File: src/rtl/qtable_pkg.sv
// Shared constants, state encoding and entry layout for the Q-table updater.
package qtable_pkg;

  localparam logic [2:0] PKT_DATA   = 3'b101;
  localparam logic [2:0] PKT_CH_ADV = 3'b010;

  localparam int unsigned QT_WORD_W = 16;

  typedef enum logic [2:0] {
    ST_IDLE     = 3'd0,
    ST_SCAN_NBR = 3'd1,
    ST_WR_NBR   = 3'd2,
    ST_SCAN_CH  = 3'd3,
    ST_WR_CH    = 3'd4,
    ST_DONE     = 3'd5
  } qt_state_e;

  // Default-width neighbour entry layout as seen on the read port.
  typedef struct packed {
    logic [QT_WORD_W-1:0] nodeID;
    logic [QT_WORD_W-1:0] clusterID;
    logic [QT_WORD_W-1:0] energy;
    logic [QT_WORD_W-1:0] qValue;
  } nbr_entry_t;

  // Index width for a table of the given depth; at least one bit.
  function automatic int unsigned idx_w(input int unsigned depth);
    return (depth > 1) ? $clog2(depth) : 1;
  endfunction

  // Width able to hold a count from 0 up to depth inclusive.
  function automatic int unsigned cnt_w(input int unsigned depth);
    return $clog2(depth + 1);
  endfunction

endpackage

File: src/rtl/id_table_scan.sv
// Generic ID table: one-entry-per-cycle search for a key, hit/index report,
// and append-if-room. Used for both the neighbour and the cluster-head lists.
module id_table_scan
  import qtable_pkg::*;
#(
  parameter int unsigned DEPTH = 16,
  parameter int unsigned WIDTH = 16
) (
  input  logic                       clk,
  input  logic                       rst,
  input  logic [WIDTH-1:0]           i_key,
  input  logic                       i_scan_clr,
  input  logic                       i_scan_step,
  input  logic                       i_append,
  input  logic [idx_w(DEPTH)-1:0]    i_rd_idx,
  output logic [WIDTH-1:0]           o_rd_id,
  output logic                       o_hit,
  output logic                       o_last,
  output logic                       o_empty,
  output logic                       o_full,
  output logic [idx_w(DEPTH)-1:0]    o_idx,
  output logic [cnt_w(DEPTH)-1:0]    o_count
);

  localparam int unsigned IW = idx_w(DEPTH);
  localparam int unsigned CW = cnt_w(DEPTH);

  logic [WIDTH-1:0] r_ids [DEPTH];
  logic [IW-1:0]    r_idx;
  logic [CW-1:0]    r_count;

  // Scan pointer and append storage; append is ignored once the table is full.
  always_ff @(posedge clk or posedge rst) begin
    if (rst) begin
      for (int i = 0; i < int'(DEPTH); i++) r_ids[i] <= '0;
      r_idx   <= '0;
      r_count <= '0;
    end else begin
      if (i_scan_clr) begin
        r_idx <= '0;
      end else if (i_scan_step) begin
        r_idx <= r_idx + 1'b1;
      end
      if (i_append && !o_full) begin
        r_ids[r_count[IW-1:0]] <= i_key;
        r_count                <= r_count + 1'b1;
      end
    end
  end

  // Compare at the scan pointer, status flags and the combinational read port.
  always_comb begin
    o_hit   = (r_ids[r_idx] == i_key);
    o_last  = (CW'(r_idx) == (r_count - 1'b1));
    o_empty = (r_count == '0);
    o_full  = (r_count == CW'(DEPTH));
    o_idx   = r_idx;
    o_count = r_count;
    o_rd_id = (32'(i_rd_idx) < DEPTH) ? r_ids[i_rd_idx] : '0;
  end

endmodule

File: src/rtl/qtable_update_v4.sv
// Neighbour / known-cluster-head table updater. Sequences two ID scanners and
// owns the neighbour payload (cluster ID, energy, Q-value).
module qtable_update_v4
  import qtable_pkg::*;
#(
  parameter int unsigned WORD_WIDTH = 16,
  parameter int unsigned MAX_NBR    = 16,
  parameter int unsigned MAX_CH     = 8
) (
  input  logic                          clk,
  input  logic                          nrst,
  input  logic                          en,
  input  logic [WORD_WIDTH-1:0]         fSourceID,
  input  logic [WORD_WIDTH-1:0]         fClusterID,
  input  logic [WORD_WIDTH-1:0]         fEnergyLeft,
  input  logic [WORD_WIDTH-1:0]         fQValue,
  input  logic [2:0]                    fPacketType,
  input  logic [idx_w(MAX_NBR)-1:0]     rd_nbr_idx,
  input  logic [idx_w(MAX_CH)-1:0]      rd_ch_idx,
  output logic [WORD_WIDTH-1:0]         rd_nodeID,
  output logic [WORD_WIDTH-1:0]         rd_clusterID,
  output logic [WORD_WIDTH-1:0]         rd_energy,
  output logic [WORD_WIDTH-1:0]         rd_qValue,
  output logic [WORD_WIDTH-1:0]         rd_knownCH,
  output logic [WORD_WIDTH-1:0]         neighborCount,
  output logic [WORD_WIDTH-1:0]         knownCHCount,
  output logic                          busy,
  output logic                          done,
  output logic                          nbr_drop,
  output logic                          ch_drop
);

  localparam int unsigned NIW = idx_w(MAX_NBR);
  localparam int unsigned CIW = idx_w(MAX_CH);
  localparam int unsigned NCW = cnt_w(MAX_NBR);
  localparam int unsigned CCW = cnt_w(MAX_CH);

  qt_state_e             r_state;
  logic [WORD_WIDTH-1:0] r_src, r_cid, r_energy, r_q;
  logic [2:0]            r_type;
  logic                  r_nbr_hit, r_ch_hit, r_nbr_drop, r_ch_drop;
  logic                  r_done, r_nbr_drop_o, r_ch_drop_o;
  logic [WORD_WIDTH-1:0] r_tcid    [MAX_NBR];
  logic [WORD_WIDTH-1:0] r_tenergy [MAX_NBR];
  logic [WORD_WIDTH-1:0] r_tq      [MAX_NBR];

  logic                  w_scan_clr, w_nbr_step, w_ch_step, w_nbr_append, w_ch_append;
  logic                  w_nbr_hit, w_nbr_last, w_nbr_empty, w_nbr_full;
  logic                  w_ch_hit, w_ch_last, w_ch_empty, w_ch_full;
  logic                  w_qualify;
  logic [NIW-1:0]        w_nbr_idx;
  logic [CIW-1:0]        w_ch_idx_unused;
  logic [NCW-1:0]        w_nbr_cnt;
  logic [CCW-1:0]        w_ch_cnt;

  id_table_scan #(.DEPTH(MAX_NBR), .WIDTH(WORD_WIDTH)) u_nbr_scan (
    .clk        (clk),
    .rst        (nrst),
    .i_key      (r_src),
    .i_scan_clr (w_scan_clr),
    .i_scan_step(w_nbr_step),
    .i_append   (w_nbr_append),
    .i_rd_idx   (rd_nbr_idx),
    .o_rd_id    (rd_nodeID),
    .o_hit      (w_nbr_hit),
    .o_last     (w_nbr_last),
    .o_empty    (w_nbr_empty),
    .o_full     (w_nbr_full),
    .o_idx      (w_nbr_idx),
    .o_count    (w_nbr_cnt)
  );

  id_table_scan #(.DEPTH(MAX_CH), .WIDTH(WORD_WIDTH)) u_ch_scan (
    .clk        (clk),
    .rst        (nrst),
    .i_key      (r_src),
    .i_scan_clr (w_scan_clr),
    .i_scan_step(w_ch_step),
    .i_append   (w_ch_append),
    .i_rd_idx   (rd_ch_idx),
    .o_rd_id    (rd_knownCH),
    .o_hit      (w_ch_hit),
    .o_last     (w_ch_last),
    .o_empty    (w_ch_empty),
    .o_full     (w_ch_full),
    .o_idx      (w_ch_idx_unused),
    .o_count    (w_ch_cnt)
  );

  // Scanner control and output decode from the current state.
  always_comb begin
    w_scan_clr    = (r_state == ST_IDLE) && en;
    w_nbr_step    = (r_state == ST_SCAN_NBR) && !w_nbr_hit && !w_nbr_last;
    w_ch_step     = (r_state == ST_SCAN_CH) && !w_ch_hit && !w_ch_last;
    // Scanners drop the append themselves when full.
    w_nbr_append  = (r_state == ST_WR_NBR) && !r_nbr_hit;
    w_ch_append   = (r_state == ST_WR_CH) && !r_ch_hit;
    w_qualify     = (r_type == PKT_CH_ADV) || (r_src == r_cid);
    busy          = (r_state != ST_IDLE);
    done          = r_done;
    nbr_drop      = r_nbr_drop_o;
    ch_drop       = r_ch_drop_o;
    neighborCount = WORD_WIDTH'(w_nbr_cnt);
    knownCHCount  = WORD_WIDTH'(w_ch_cnt);
    if (32'(rd_nbr_idx) < MAX_NBR) begin
      rd_clusterID = r_tcid[rd_nbr_idx];
      rd_energy    = r_tenergy[rd_nbr_idx];
      rd_qValue    = r_tq[rd_nbr_idx];
    end else begin
      rd_clusterID = '0;
      rd_energy    = '0;
      rd_qValue    = '0;
    end
  end

  // Update FSM, packet holding registers, payload storage and output pulses.
  always_ff @(posedge clk or posedge nrst) begin
    if (nrst) begin
      r_state      <= ST_IDLE;
      r_src        <= '0;
      r_cid        <= '0;
      r_energy     <= '0;
      r_q          <= '0;
      r_type       <= '0;
      r_nbr_hit    <= 1'b0;
      r_ch_hit     <= 1'b0;
      r_nbr_drop   <= 1'b0;
      r_ch_drop    <= 1'b0;
      r_done       <= 1'b0;
      r_nbr_drop_o <= 1'b0;
      r_ch_drop_o  <= 1'b0;
      for (int i = 0; i < int'(MAX_NBR); i++) begin
        r_tcid[i]    <= '0;
        r_tenergy[i] <= '0;
        r_tq[i]      <= '0;
      end
    end else begin
      // Pulses are registered out of DONE, so they appear the cycle after it.
      r_done       <= (r_state == ST_DONE);
      r_nbr_drop_o <= (r_state == ST_DONE) && r_nbr_drop;
      r_ch_drop_o  <= (r_state == ST_DONE) && r_ch_drop;
      case (r_state)
        ST_IDLE: begin
          if (en) begin
            r_src      <= fSourceID;
            r_cid      <= fClusterID;
            r_energy   <= fEnergyLeft;
            r_q        <= fQValue;
            r_type     <= fPacketType;
            r_nbr_hit  <= 1'b0;
            r_ch_hit   <= 1'b0;
            r_nbr_drop <= 1'b0;
            r_ch_drop  <= 1'b0;
            r_state    <= w_nbr_empty ? ST_WR_NBR : ST_SCAN_NBR;
          end
        end
        ST_SCAN_NBR: begin
          // Pointer is held on a hit so it names the entry to overwrite.
          if (w_nbr_hit) begin
            r_nbr_hit <= 1'b1;
            r_state   <= ST_WR_NBR;
          end else if (w_nbr_last) begin
            r_state <= ST_WR_NBR;
          end
        end
        ST_WR_NBR: begin
          if (r_nbr_hit) begin
            r_tcid[w_nbr_idx]    <= r_cid;
            r_tenergy[w_nbr_idx] <= r_energy;
            r_tq[w_nbr_idx]      <= r_q;
          end else if (!w_nbr_full) begin
            r_tcid[w_nbr_cnt[NIW-1:0]]    <= r_cid;
            r_tenergy[w_nbr_cnt[NIW-1:0]] <= r_energy;
            r_tq[w_nbr_cnt[NIW-1:0]]      <= r_q;
          end else begin
            r_nbr_drop <= 1'b1;
          end
          if (!w_qualify)      r_state <= ST_DONE;
          else if (w_ch_empty) r_state <= ST_WR_CH;
          else                 r_state <= ST_SCAN_CH;
        end
        ST_SCAN_CH: begin
          if (w_ch_hit) begin
            r_ch_hit <= 1'b1;
            r_state  <= ST_WR_CH;
          end else if (w_ch_last) begin
            r_state <= ST_WR_CH;
          end
        end
        ST_WR_CH: begin
          if (!r_ch_hit && w_ch_full) r_ch_drop <= 1'b1;
          r_state <= ST_DONE;
        end
        ST_DONE: r_state <= ST_IDLE;
        default: r_state <= ST_IDLE;
      endcase
    end
  end

endmodule

File: config.mk
export PLATFORM = sky130hd
export DESIGN_NAME = qtable_update_v4
export DESIGN_NICKNAME = d
export VERILOG_FILES = /design/src/rtl/qtable_pkg.sv /design/src/rtl/id_table_scan.sv /design/src/rtl/qtable_update_v4.sv
export SDC_FILE = /design/constraint.sdc
export NUM_CORES = 2
export LEC_CHECK = 0
export ABC_AREA = 1
export CAP_MARGIN = 0
export CORE_UTILIZATION = 45
export CTS_BUF_LIST = sky130_fd_sc_hd__clkbuf_8
export DETAILED_ROUTE_END_ITERATION = 12
export GPL_TIMING_DRIVEN = 0
export SKIP_CTS_REPAIR_TIMING = 1
export SLEW_MARGIN = 30
export SYNTH_ARGS = -nofsm -noshare
export SYNTH_HDL_FRONTEND = slang
export SYNTH_SLANG_ARGS = --single-unit
File: constraint.sdc
create_clock -name clk -period 45.5 [get_ports clk]
set_input_delay 9.1 -clock clk [delete_from_list [all_inputs] [get_ports clk]]
set_output_delay 9.1 -clock clk [all_outputs]
set_load 0.02 [all_outputs]
# Word-level counts from Yosys, hierarchy flattened
# Cells that the tools add are included.
# op_classes
reduce_logical	41
n_mul	0
n_eq_ne	22
mux	64
div_mod_pow	0
shifts	0
magnitude_cmp	9
bitwise_logic	6
addsub	6
# op_table
op	count
256-bit bitwise mux	7
256-bit two-way mux	6
16-bit binary-select mux with 4-bit select	5
16-bit two-way mux	17
128-bit bitwise mux	1
16-bit demux with 4-bit select	2
16-bit binary-select mux with 3-bit select	2
16-bit demux with 3-bit select	1
16-bit == test	3
3-bit two-way mux	9
5-bit greater-or-equal comparator, second input constant	3
1-bit logical AND	15
4-bit NOT with 5-bit output	3
3-bit one-hot mux with 5 select lines	1
4-bit greater-or-equal comparator, second input constant	3
3-bit NOT with 4-bit output	3
3-bit AND reduction	4
2-bit nonzero test	6
5-bit by 1-bit less-than comparator with 1-bit output, second input constant	2
2-bit != test, second input constant	5
3-bit by 2-bit == test with 1-bit output, second input constant	3
4-bit by 1-bit adder with 4-bit output, second input constant	2
1-bit zero test	8
4-bit two-way mux	2
23 further kinds	35
# totals
n_memories	0
regBits	1245
latch_bits	0
out_inout_bits	116
input_bits	77
mem_bits_ro	0
mem_bits_rw	0
word_cells	237

# Depth between registers and ports, before layout
# logic_depth
depth_word	10
mapped_depth	19
ltp_nobuf	17

# Modules after synthesis
# From an unflattened synthesis, not the netlist that was laid out.
# unflattened
hier_cells	7511
hier_area_um2	61754.2
# by_module_without_submodules
module	cells_each	area_each_um2	n_inst	seq_area_each_um2
qtable_update_v4	4282	38538.2	1	21145.3
id_table_scan at u_nbr_scan	2122	15283.4	1	6631.4
id_table_scan at u_ch_scan	1107	7932.6	1	3378.2

# Least setup slack after synthesis
# Ideal clock, no wire load.
# synth_path
kind	input to output
startpoint	input port rd_nbr_idx[1]
endpoint	output port rd_nodeID[12]
setup_slack_ns	25.771
required_ns	36.400
cell_stages	7
arrival_time_ns	10.629
cell_sequence	clkbuf_1 -> clkbuf_1 -> buf_1 -> o21ai_0 -> a21oi_1 -> o22ai_1 -> o21ai_0
# synth_via
elab_chain_len	4
# synth_lines
element	line_no	text
start: declaration	qtable_update_v4.sv:18	input logic [idx_w(MAX_NBR)-1:0] rd_nbr_idx,
4-bit NOT with 5-bit output (not written as such)	id_table_scan.sv:59	o_rd_id = (32'(i_rd_idx) < DEPTH) ? r_ids[i_rd_idx] : '0;
16-bit binary-select mux with 4-bit select	id_table_scan.sv:59	
16-bit two-way mux (not written as such) (2 in series)	id_table_scan.sv:59	
end: declaration	qtable_update_v4.sv:20	output logic [WORD_WIDTH-1:0] rd_nodeID,
# No other way between the ends. The select of a mux whose other input is x is not followed.

# Worst setup path after layout
# Ends and elaborated chain as after synthesis.

==> flow_summary.ini <==
[placed_design]
hpwl_microns = 214000
place_congestion = 1.04
port_buffers = 165

[die]
dieArea_sq_um = 137000
fp.dieW_microns = 371
die_y_microns = 371
io_pins = 193
fp-row-count = 134
core_sq_um = 134000
start_util_pct = 45.6

[sta]
period_minus_slack_ns = 22.18
tightest_slew_ns = 1.18
fin_setup_tns_ns = 0
finalMaxSlewViolations = 0
final-hold-violation-count = 0
rsz0062_at_grt = false
hold_ws_ns = 0.476
finalSetupViolCount = 0
timing.fmax_mhz = 45.1
clock_skew_ns = 0.0547
period_share_pct = 48.8
slew_headroom_pct = 21.0

[cells_and_area]
layout_common_cells = nand2_1, o21ai_0, dfrtp_1, inv_1, a21oi_1
nNetsFinal = 8071
drive_above_1_share_pct = 7.96
area_growth_pct = 14.7
final_common_cell = nand2_1

[pwr]
ir_drop_mv = 0.0262
pwr_density_cell_nw_per_um2 = 33.5
finalPower_mw = 2.35
leakage_nw = 32.0

[critical_path]
crit_arrival_ns = 13.08
cp_max_fo = 10
critPathLaunch = rd_nbr_idx[1]
r2r-start = u_nbr_scan.o_count[0]$_DFFE_PP0P_
start_kind = primary input
critPathCaptureType = output pin
worst_ep_required_time_ns = 36.40
critPathKind = in -> out

[clock_network]
cts_max_level = 4
clk_path_buf_depth = 3
clk_latency_ns = 1.02
cts_sinks = 1245
cts_tree = built
root_buffer = clkbuf_8
path_clk_slew_ns = 0.06
cts_made_buffers = 213

[detailed_routing]
wl_per_cell_microns = 30.1
vias_per_cell = 6.12
wl_met2_microns = 129000
via_count = 60800
drt_iter0_drc = 8452
wl_microns = 299000
first_pass_iters = 9
met3_length_microns = 34100
ant_nets = 0
top_layer_used = met5
drc = 0
drt-met1-wl_microns = 111000

[global_routing]
grt_pass1_vias = 57200
grt_pass1_wl_microns = 420000
grt.overflow.total = 0
grt_use_total_pct = 43.2
grt_max_degree = 93
grt_antenna_before_repair = 19

[worst_hold_path]
hp-start = r_type[2]$_DFFE_PP0P_
hp-class = reg -> reg

[job]
cap_violations = 0

[synthesis]
syn_avg_cell_area_sq_um = 8.09
ys_seq_elements = 1245
yosysWarnings = 0
synthCells = 7555
synth-seq-area-share_pct = 51.0
ys_types = 37
netlist_area_sq_um = 61100

[outcome]
status = finished clean
-- per-layer routing --
layer | track usage [%] | vias up
met5 | 0.874 | -
li1 | - | 25800
met1 | 53.2 | 29800
met3 | 12.9 | 1152
met4 | 31.4 | 16
met2 | 64.2 | 4002
-- flip-flops by register name, summed over array words and instances (netlist names), 3 cells and up --
register,flops
u_nbr_scan.o_idx,4
u_nbr_scan.r_ids,256
r_tq,256
u_ch_scan.o_count,4
r_q,16
r_type,3
r_energy,16
r_tenergy,256
r_cid,16
r_state,3
u_nbr_scan.o_count,5
u_ch_scan.r_ids,128
u_ch_scan.o_idx,3
r_src,16
r_tcid,256
-- worst paths after layout --
check / cells past startpoint / endpoint / slack, ns
setup / recovery: 8 / rd_nodeID[12] / 23.32
max in group asynchronous: 7 / r_energy[10]$_DFFE_PP0P_ / 34.51
setup reg to reg: 11 / r_cid[0]$_DFFE_PP0P_ / 41.77
hold reg to reg: 2 / r_type[2]$_DFFE_PP0P_ / 0.48
hold / removal: 2 / r_type[2]$_DFFE_PP0P_ / 0.48
min in group asynchronous: 2 / r_tq[230]$_DFFE_PP0P_ / 8.48
-- per-stage QoR --
stage	utilization, %	cells	instance area [sq um]	setup slack [ns]
after floorplan	-	7577	61200	1.32
after global placement	48.5	9510	65100	-14.42
after global routing	52.3	9913	70100	23.46
after CTS	52.3	9909	70100	23.71
final	52.3	9930	70200	23.32
after detailed placement	49.0	9534	65800	23.71
-- cell type report --
type	instances	area (sq um)
fillers	13300	64000
flip-flops and latches	1245	31200
multi-input cells	5138	24900
clock buffers	271	3730
plain buffers	647	3190
repair buffers	189	2210
well taps	1768	2210
inverters	547	2060
clock inverters	104	608
diodes	21	52.6
-- report_power, final --
group	internal (mW)	switching, mW
clock	0.552	0.507
combinational	0.0461	0.136
sequential	1.11	0
-- kinds of logic (layout without fill, tap and decap cells) --
kind of cell	count (synthesis)	after routing	share of synthesized area (%)
AO/OA/AOI/OAI	2344	2344	20.6
XOR/XNOR	24	24	0.344
adder cells (fa/ha/maj)	13	13	0.266
buffers and inverters	1194	1758	8.42
flip-flops	1245	1245	51.0
multiplexers	201	201	3.29
other	1	44	0.00613
AND/OR/NAND/NOR	2533	2533	16.1
-- synthesized netlist by cell type --
cell	count	area share, %
a21boi_0	1	0.012
o211ai_1	237	2.9
buf_6	28	0.52
nand4_1	12	0.12
dfrtp_1	1245	51
clkinv_1	14	0.086
a31oi_1	16	0.16
o211ai_4	9	0.31
nor3_1	6	0.049
or2_2	1	0.010
buf_2	108	0.88
buf_8	1	0.025
o21ai_0	1625	13
mux2i_1	201	3.3
inv_2	5	0.031
nor2_2	4	0.041
nand2_1	2044	13
o31ai_1	2	0.025
o21ai_1	60	0.49
o221ai_1	25	0.36
xor2_1	15	0.21
nand2_4	1	0.018
nor2_1	256	1.6
buf_4	82	1.0
xnor2_1	9	0.13
a21oi_1	357	2.9
nor2b_1	1	0.010
nand2_2	4	0.041
inv_1	528	3.2
o22ai_1	6	0.061
ha_1	13	0.27
nand3_1	203	1.7
conb_1	1	0.0061
buf_1	30	0.18
nand3b_1	1	0.012
clkbuf_1	398	2.4
a221oi_1	6	0.086
-- worst max-delay path: stages --
cell and delay, ns:
clkbuf_1 0.53, clkbuf_1 0.89, clkbuf_1 0.84, o211ai_1 0.26
nand3_1 0.15, nand3_1 0.10, o21ai_0 0.42, clkdlybuf4s50_1 0.76
Note: power is estimated with default switching activity, not from simulation.
